<file path="src/rtl/seq_div_pkg.sv">
// Shared types and helpers for the sequential signed divider.
package seq_div_pkg;

  typedef enum logic [1:0] {
    IDLE = 2'd0,
    CALC = 2'd1,
    FIX  = 2'd2,
    HOLD = 2'd3
  } state_e;

  // Widest operand the magnitude helper handles (dividend is 2*width bits).
  localparam int unsigned MAG_W = 64;

  // Iteration counter width for a given operand width.
  function automatic int unsigned cnt_width(input int unsigned w);
    return $clog2(w) + 1;
  endfunction

  // Two's-complement magnitude. The caller zero-extends its operand to MAG_W
  // bits and supplies the operand's own sign bit; the low operand-width bits
  // of the result are the magnitude, which covers the most-negative value.
  function automatic logic [MAG_W-1:0] twos_mag(input logic [MAG_W-1:0] x,
                                                input logic           neg);
    return neg ? (~x + MAG_W'(1)) : x;
  endfunction

endpackage

</file>
<file path="src/rtl/restoring_div_step.sv">
// One restoring-division step: shift in a dividend bit, trial-subtract the
// divisor magnitude, keep the difference or restore.
module restoring_div_step #(
  parameter int width = 8
) (
  input  logic [width:0]   prem_i,
  input  logic             bit_i,
  input  logic [width-1:0] dmag_i,
  output logic [width:0]   prem_o,
  output logic             q_bit_o
);

  logic [width+1:0] shifted;
  logic [width+1:0] diff;

  // Trial subtraction; a clear borrow bit means the divisor fits.
  always_comb begin
    shifted = {prem_i, bit_i};
    diff    = shifted - {2'b00, dmag_i};
    q_bit_o = ~diff[width+1];
    prem_o  = q_bit_o ? diff[width:0] : shifted[width:0];
  end

endmodule

</file>
<file path="src/rtl/seq_signed_div.sv">
// Multi-cycle signed divider: 2*width-bit dividend / width-bit divisor,
// quotient truncated toward zero, remainder takes the dividend's sign.
// Same en/done handshake as the sequential Booth multiplier.
module seq_signed_div
  import seq_div_pkg::*;
#(
  parameter int width = 8
) (
  input  logic               clk,
  input  logic               rst,
  input  logic               en,
  input  logic [2*width-1:0] N,
  input  logic [width-1:0]   D,
  output logic               done,
  output logic [width-1:0]   Q,
  output logic [width-1:0]   R,
  output logic               ovf,
  output logic               dz
);

  localparam int W2    = 2 * width;
  localparam int CNT_W = cnt_width(width);
  localparam logic [CNT_W-1:0] CNT_LAST = CNT_W'(width - 1);

  state_e             state_q, state_d;
  logic [width:0]     prem_q, prem_d;      // partial remainder
  logic [width-1:0]   n_lo_q, n_lo_d;      // low half of |N|, shifted out MSB-first
  logic [width-1:0]   d_mag_q, d_mag_d;
  logic [width-1:0]   quo_q, quo_d;        // unsigned quotient bits
  logic [CNT_W-1:0]   cnt_q, cnt_d;
  logic               q_neg_q, q_neg_d;
  logic               r_neg_q, r_neg_d;
  logic               dz_i_q, dz_i_d;
  logic               ovf_u_q, ovf_u_d;
  logic               done_q, done_d;
  logic [width-1:0]   q_out_q, q_out_d;
  logic [width-1:0]   r_out_q, r_out_d;
  logic               ovf_q, ovf_d;
  logic               dz_q, dz_d;

  logic [W2-1:0]      n_mag;
  logic [width-1:0]   d_mag;
  logic [width:0]     prem_nxt;
  logic               q_bit;
  logic [width-1:0]   r_mag;
  logic               ovf_s;

  restoring_div_step #(.width(width)) u_step (
    .prem_i  (prem_q),
    .bit_i   (n_lo_q[width-1]),
    .dmag_i  (d_mag_q),
    .prem_o  (prem_nxt),
    .q_bit_o (q_bit)
  );

  // Operand magnitudes at the request inputs, used only on the start edge.
  always_comb begin
    n_mag = W2'(twos_mag(MAG_W'(N), N[W2-1]));
    d_mag = width'(twos_mag(MAG_W'(D), D[width-1]));
  end

  // Signed range check on the finished unsigned quotient.
  always_comb begin
    r_mag = prem_q[width-1:0];
    ovf_s = ovf_u_q |
            (q_neg_q ? (quo_q[width-1] & (|quo_q[width-2:0])) : quo_q[width-1]);
  end

  // Next-state and datapath control for IDLE -> CALC -> FIX -> HOLD.
  always_comb begin
    // NOTE: every signal gets a default first so no path leaves one unassigned
    // and no latch is inferred.
    state_d = state_q;
    prem_d  = prem_q;
    n_lo_d  = n_lo_q;
    d_mag_d = d_mag_q;
    quo_d   = quo_q;
    cnt_d   = cnt_q;
    q_neg_d = q_neg_q;
    r_neg_d = r_neg_q;
    dz_i_d  = dz_i_q;
    ovf_u_d = ovf_u_q;
    done_d  = 1'b0;
    q_out_d = q_out_q;
    r_out_d = r_out_q;
    ovf_d   = ovf_q;
    dz_d    = dz_q;

    unique case (state_q)
      IDLE: begin
        if (en) begin
          // The upper half of |N| seeds the remainder; if it is already
          // >= |D| the quotient cannot fit and ovf_u records that now.
          prem_d  = {1'b0, n_mag[W2-1:width]};
          n_lo_d  = n_mag[width-1:0];
          d_mag_d = d_mag;
          quo_d   = '0;
          cnt_d   = '0;
          q_neg_d = N[W2-1] ^ D[width-1];
          r_neg_d = N[W2-1];
          dz_i_d  = (D == '0);
          ovf_u_d = (D != '0) && (n_mag[W2-1:width] >= d_mag);
          state_d = CALC;
        end
      end
      CALC: begin
        // Runs all width steps even for dz/ovf so latency never varies.
        prem_d = prem_nxt;
        n_lo_d = n_lo_q << 1;
        quo_d  = {quo_q[width-2:0], q_bit};
        if (cnt_q == CNT_LAST) begin
          state_d = FIX;
        end else begin
          cnt_d = cnt_q + CNT_W'(1);
        end
      end
      FIX: begin
        done_d  = 1'b1;
        state_d = HOLD;
        if (dz_i_q) begin
          q_out_d = '0;
          r_out_d = '0;
          dz_d    = 1'b1;
          ovf_d   = 1'b0;
        end else if (ovf_s) begin
          q_out_d = '0;
          r_out_d = '0;
          dz_d    = 1'b0;
          ovf_d   = 1'b1;
        end else begin
          q_out_d = q_neg_q ? (~quo_q + width'(1)) : quo_q;
          r_out_d = r_neg_q ? (~r_mag + width'(1)) : r_mag;
          dz_d    = 1'b0;
          ovf_d   = 1'b0;
        end
      end
      HOLD: begin
        if (!en) state_d = IDLE;
      end
      default: state_d = IDLE;
    endcase
  end

  // State register with synchronous reset; reset aborts any division.
  always_ff @(posedge clk) begin
    // NOTE: sequential state uses non-blocking assignments so every flop
    // samples pre-edge values regardless of statement order.
    if (rst) begin
      state_q <= IDLE;
      prem_q  <= '0;
      n_lo_q  <= '0;
      d_mag_q <= '0;
      quo_q   <= '0;
      cnt_q   <= '0;
      q_neg_q <= 1'b0;
      r_neg_q <= 1'b0;
      dz_i_q  <= 1'b0;
      ovf_u_q <= 1'b0;
      done_q  <= 1'b0;
      q_out_q <= '0;
      r_out_q <= '0;
      ovf_q   <= 1'b0;
      dz_q    <= 1'b0;
    end else begin
      state_q <= state_d;
      prem_q  <= prem_d;
      n_lo_q  <= n_lo_d;
      d_mag_q <= d_mag_d;
      quo_q   <= quo_d;
      cnt_q   <= cnt_d;
      q_neg_q <= q_neg_d;
      r_neg_q <= r_neg_d;
      dz_i_q  <= dz_i_d;
      ovf_u_q <= ovf_u_d;
      done_q  <= done_d;
      q_out_q <= q_out_d;
      r_out_q <= r_out_d;
      ovf_q   <= ovf_d;
      dz_q    <= dz_d;
    end
  end

  assign done = done_q;
  assign Q    = q_out_q;
  assign R    = r_out_q;
  assign ovf  = ovf_q;
  assign dz   = dz_q;

endmodule

</file>
<file path="config.mk">
export PLATFORM = sky130hd
export DESIGN_NAME = seq_signed_div
export DESIGN_NICKNAME = d
export VERILOG_FILES = /design/src/rtl/seq_div_pkg.sv /design/src/rtl/restoring_div_step.sv /design/src/rtl/seq_signed_div.sv
export SDC_FILE = /design/constraint.sdc
export NUM_CORES = 1
export LEC_CHECK = 0
export CAP_MARGIN = 10
export CORE_MARGIN = 1
export CORE_UTILIZATION = 57
export CTS_BUF_LIST = sky130_fd_sc_hd__clkbuf_8
export CTS_CLUSTER_SIZE = 12
export DETAILED_ROUTE_END_ITERATION = 10
export PLACE_DENSITY_LB_ADDON = 0.12
export SLEW_MARGIN = 20
export SYNTH_ARGS = -nofsm -noshare
export SYNTH_HDL_FRONTEND = slang
export SYNTH_HIERARCHICAL = 1
export SYNTH_SLANG_ARGS = --single-unit
export TNS_END_PERCENT = 20
</file>
<file path="constraint.sdc">
create_clock -name clk -period 3.54 [get_ports clk]
set_clock_uncertainty 0.2 [all_clocks]
set_input_delay 1.062 -clock clk [delete_from_list [all_inputs] [get_ports clk]]
set_output_delay 1.062 -clock clk [all_outputs]
set_load 0.01 [all_outputs]
</file>
## Word-level counts from Yosys, hierarchy flattened

Index checks and enable logic that the tools add are counted.
Widths: inputs -> output; s select.

- Bits in registers: 62
- Bits of input ports: 27
- Output and inout port bits: 19
- Logic and storage cells: 75

- $add $sub $neg: 6
- Magnitude comparators: 1
- Eq/ne operators: 8
- Muxes and demuxes: 27
- Bitwise logic cells: 8
- Reduce and logical (&&, ||, !) cells: 10

Operators by type and width:

| cell | count |
|---|---|
| $mux 8 | 9 |
| $pmux 8 s2 | 2 |
| $add 8x1->8 const B | 3 |
| $not 8->8 | 3 |
| $mux 9 | 2 |
| $pmux 9 s2 | 1 |
| $add 16x1->16 const B | 1 |
| $mux 16 | 1 |
| $not 16->16 | 1 |
| $sub 10x8->10 | 1 |
| $ge 8x8->1 | 1 |
| $logic_not 8->1 | 1 |
| $mux 4 | 2 |
| $ne 2x2->1 const B | 4 |
| $pmux 2 s4 | 1 |
| $pmux 4 s2 | 1 |
| $reduce_bool 8->1 | 1 |
| $reduce_or 7->1 | 1 |
| $mux 2 | 3 |
| $reduce_and 3->1 | 2 |
| $mux 1 | 5 |
| $add 4x1->4 const B | 1 |
| $eq 2x2->1 const B | 2 |
| $eq 4x3->1 const B | 1 |
| other kinds (9) | 10 |

## Logic depth before layout (Yosys ltp)

- Word-level depth: 6
- Gate-level depth with buffers: 12
- Gate-level depth less buffers: 12

## Cells and area by module

Netlist, hierarchy kept.

Modules (own cells, without submodules):

| module | instances | cells an instance | area each (um^2) | sequential area each (um^2) |
|---|---|---|---|---|
| seq_signed_div | 1 | 401 | 3375.7 | 1241.2 |
| restoring_div_step | 1 | 72 | 565.5 | 0.0 |

## Least setup slack after synthesis

Ideal clock, no wire load.

- Path kind: input to register
- Start: input port N[1]
- End: register ovf_u_q
- Data arrival time: 2704 ps
- Slack: 509 ps
- Cell stages on the path: 9
- Path through: inv_1 ha_1 nor3b_1 a41oi_1 xor2_1 ha_1 and3_1 a221oi_1 a31oi_1

- Word-level cells in the longest chain between the ends: 5

Ends and longest elaborated chain:

| what | line | source |
|---|---|---|
| start: declaration | seq_signed_div.sv:12 | `input logic [2*width-1:0] N,` |
| $not 16->16 | seq_div_pkg.sv:24 | `return neg ? (~x + MAG_W'(1)) : x;` |
| $add 16x1->16 | seq_div_pkg.sv:24 |  |
| $mux 16 | seq_div_pkg.sv:24 |  |
| $ge 8x8->1 | seq_signed_div.sv:102 | `ovf_u_d = (D != '0) && (n_mag[W2-1:width] >= d_mag);` |
| $logic_and 1x1->1 | seq_signed_div.sv:102 |  |
| end signal: assignment | seq_signed_div.sv:174 | `ovf_u_q <= ovf_u_d;` |
| end: declaration | seq_signed_div.sv:34 | `logic ovf_u_q, ovf_u_d;` |

No other way between the ends.
A chain may end at the register's enable or synchronous reset.

## Worst setup path in the final report

Ends and elaborated chain as after synthesis.

==> flow_summary.json <==
{
  "htree_levels": 3,
  "reg2reg_depth": 10,
  "yosysWarnings": 6,
  "ios": 46,
  "path_clk_slew_ns": 0.07,
  "route.detailed.drc": 0,
  "dr.pass1.iters": 5,
  "synth_nets": 527,
  "layout_common_cells": "dfxtp_1 (62), nand2_1 (53), nor2_1 (46)",
  "finalWirelength_microns": 9190,
  "synthSimpleGateAreaFrac": 0.196,
  "gp_congestion": 0.876,
  "cts_sinks": 62,
  "yosys.area.top_type": "dfxtp_1",
  "synth_compound_area_frac": 0.232,
  "dieHeight_microns": 85.2,
  "fill_cells": 534,
  "synthToLayoutAreaGrowth_pct": 22.4,
  "final_common_cell": "dfxtp_1",
  "post-dp-hpwl_microns": 7060,
  "vdd_drop_max_uv": 436,
  "die_area_sq_um": 7250,
  "yosysSeqAreaShare": 0.315,
  "grt_max_degree": 22,
  "dp.cells": 603,
  "maxCapViolations": 0,
  "crit_type": "in -> reg",
  "final_cell_area_sq_um": 4820,
  "r2r_slack_ns": 0.48,
  "synth_ff_type": "dfxtp_1",
  "critical_path.startpoint_type": "input pin",
  "antenna_left": 0,
  "wl_met1_microns": 4090,
  "hold_viol": 0,
  "preCtsSetupSlack_ns": -0.351,
  "grt_pass1_wl_microns": 15100,
  "grt_pass1_vias": 3422,
  "worst_slack_ns": 0.200,
  "muxShareOfSynthArea": 0.0394,
  "post_cts_buffers": 0,
  "status": "complete, no violations",
  "met3_length_microns": 362,
  "wl_met2_microns": 4450,
  "finalMaxSlewViolations": 0,
  "synthAdderAreaFrac": 0.0876,
  "power.density_nw_per_um2": 808,
  "power_leakage_nw": 1.95,
  "max_freq_mhz": 299,
  "vias": 3650,
  "rsz0062_at_grt": "false",
  "layout-drive-gt1-share": 0.144,
  "async_reset_ff_frac": 0,
  "nNetsFinal": 591,
  "fin_crit_sh": 0.943,
  "synth_area_leaders": "dfxtp_1 (31%), ha_1 (8.3%), nand2_1 (5.0%)",
  "antenna_found_initial": 0,
  "min_path_type": "reg -> reg",
  "tightestPinTransition_ns": 0.908,
  "core_sq_um": 6490,
  "vias_per_cell": 5.90,
  "ys_ff_latch": 62,
  "syn_area_per_cell_sq_um": 8.33,
  "period_minus_slack_ns": 3.34,
  "tritoncts": "yes",
  "crit_fanout": 4,
  "placed_cell_area_sq_um": 4600,
  "synth-edff-count": 0,
  "stdcell_count": 619,
  "rows": 29,
  "clock-root-buffer": "clkbuf_8",
  "slew_headroom": 0.393,
  "n_antenna_cell": 0,
  "cts_hold_repair.buffers": 0,
  "die_w_microns": 85.2,
  "io_buffers": 45,
  "synthCells": 473,
  "top_layer_used": "met4",
  "cp-end-kind": "flop",
  "worstSkewPairLatency_ns": 0.35,
  "whs_path_depth": 2,
  "mappedNetlistArea_sq_um": 3940,
  "grt.overflow.total": 0,
  "drt_iter0_drc": 146,
  "finalSetupViolCount": 0,
  "synthDistinctLibCells": 70,
  "clockBufferDepth": 2,
  "synth_top_area_share": 0.315,
  "start_util": 0.607,
  "cts_buffers": 9,
  "arrival_ns": 3.37,
  "power_w": 0.00390,
  "track_usage": 0.259,
  "synth_top_family_by_area": "compound AO/OA/AOI/OAI gates",
  "post_drt_wl_per_cell_microns": 14.8,
  "required_ns": 3.57,
  "synthXorXnorAreaFrac": 0.0756
}
==> power breakdown <==
part / switching (W) / internal (W)
sequential: 0.000164 / 0.000846
clock: 0.000300 / 0.000397
combinational: 0.00120 / 0.000988
total: 0.00167 / 0.00223
==> per-layer routing <==
| metal | global-route usage | up-vias |
|---|---|---|
| met5 | 0 | - |
| met4 | 0.143 | 0 |
| met3 | 0.0428 | 27 |
| met2 | 0.445 | 106 |
| met1 | 0.309 | 1692 |
| li1 | - | 1825 |
==> what timing repair did <==
action                                  CTS  global route
hold endpoints to repair                  0             0
gates resized for setup                   0             1
endpoints found under the setup margin    0             1
==> flip-flops by register name, indices dropped and copies added (netlist names), 2 cells and up <==
name and cells:
Q 8, R 8, cnt_q 4, d_mag_q 8
n_lo_q 8, prem_q 9, quo_q 8, state_q 2
==> cell usage after synthesis, drive strengths merged, types with 7 or more instances <==
cell and number:
dfxtp 62, xor2 18, a211oi 11, nand2 54, inv 27, clkbuf 14
nand3 10, ha 26, nor2 46, xnor2 16, nor3 12, o21ai 30
buf 7, mux2i 8, a22oi 10, o31ai 11, a21oi 29
==> stage by stage <==
step / hold WS (ns) / utilization / setup TNS (ns)
2_1_floorplan: 0.232 / - / 0
6_report: 0.251 / 0.743 / 0
5_1_grt: 0.274 / 0.743 / 0
3_5_place_dp: 0.241 / 0.708 / -0.393
4_1_cts: 0.258 / 0.742 / 0
3_3_place_gp: 0.233 / 0.708 / -0.184
==> worst paths after layout <==
| check | from | to |
|---|---|---|
| setup / recovery | N[1] | ovf_u_q |
| hold / removal | R[4] | R[4] |
| setup reg to reg | prem_q[3] | prem_q[4] |
| hold reg to reg | R[4] | R[4] |
==> worst max-delay path, stage by stage <==
cell             delay [ns]
clkdlybuf4s50_1        0.46
inv_1                  0.09
ha_1                   0.16
nor3b_2                0.29
nand2_1                0.16
nand2_1                0.11
xor2_1                 0.22
ha_1                   0.26
nand2b_1               0.14
a21oi_1                0.14
o21ai_0                0.10
nand3_1                0.09
a31oi_1                0.08
==> kinds of logic after synthesis <==
family / Yosys count
adder cells (fa/ha/maj): 27
flip-flops: 62
multiplexers: 13
XOR/XNOR: 34
AND/OR/NAND/NOR: 159
buffers and inverters: 49
AO/OA/AOI/OAI: 129
==> final cells by class <==
cell class	count	area, sq um	share of cell area
multi-input combinational	362	2490	0.517
sequential	62	1240	0.257
timing repair buffer	74	668	0.139
clock buffer	9	124	0.0257
inverter	28	105	0.0218
clock inverter	7	96.3	0.0200
tap	77	96.3	0.0200
No activity file was read; power rests on OpenSTA's default activity.
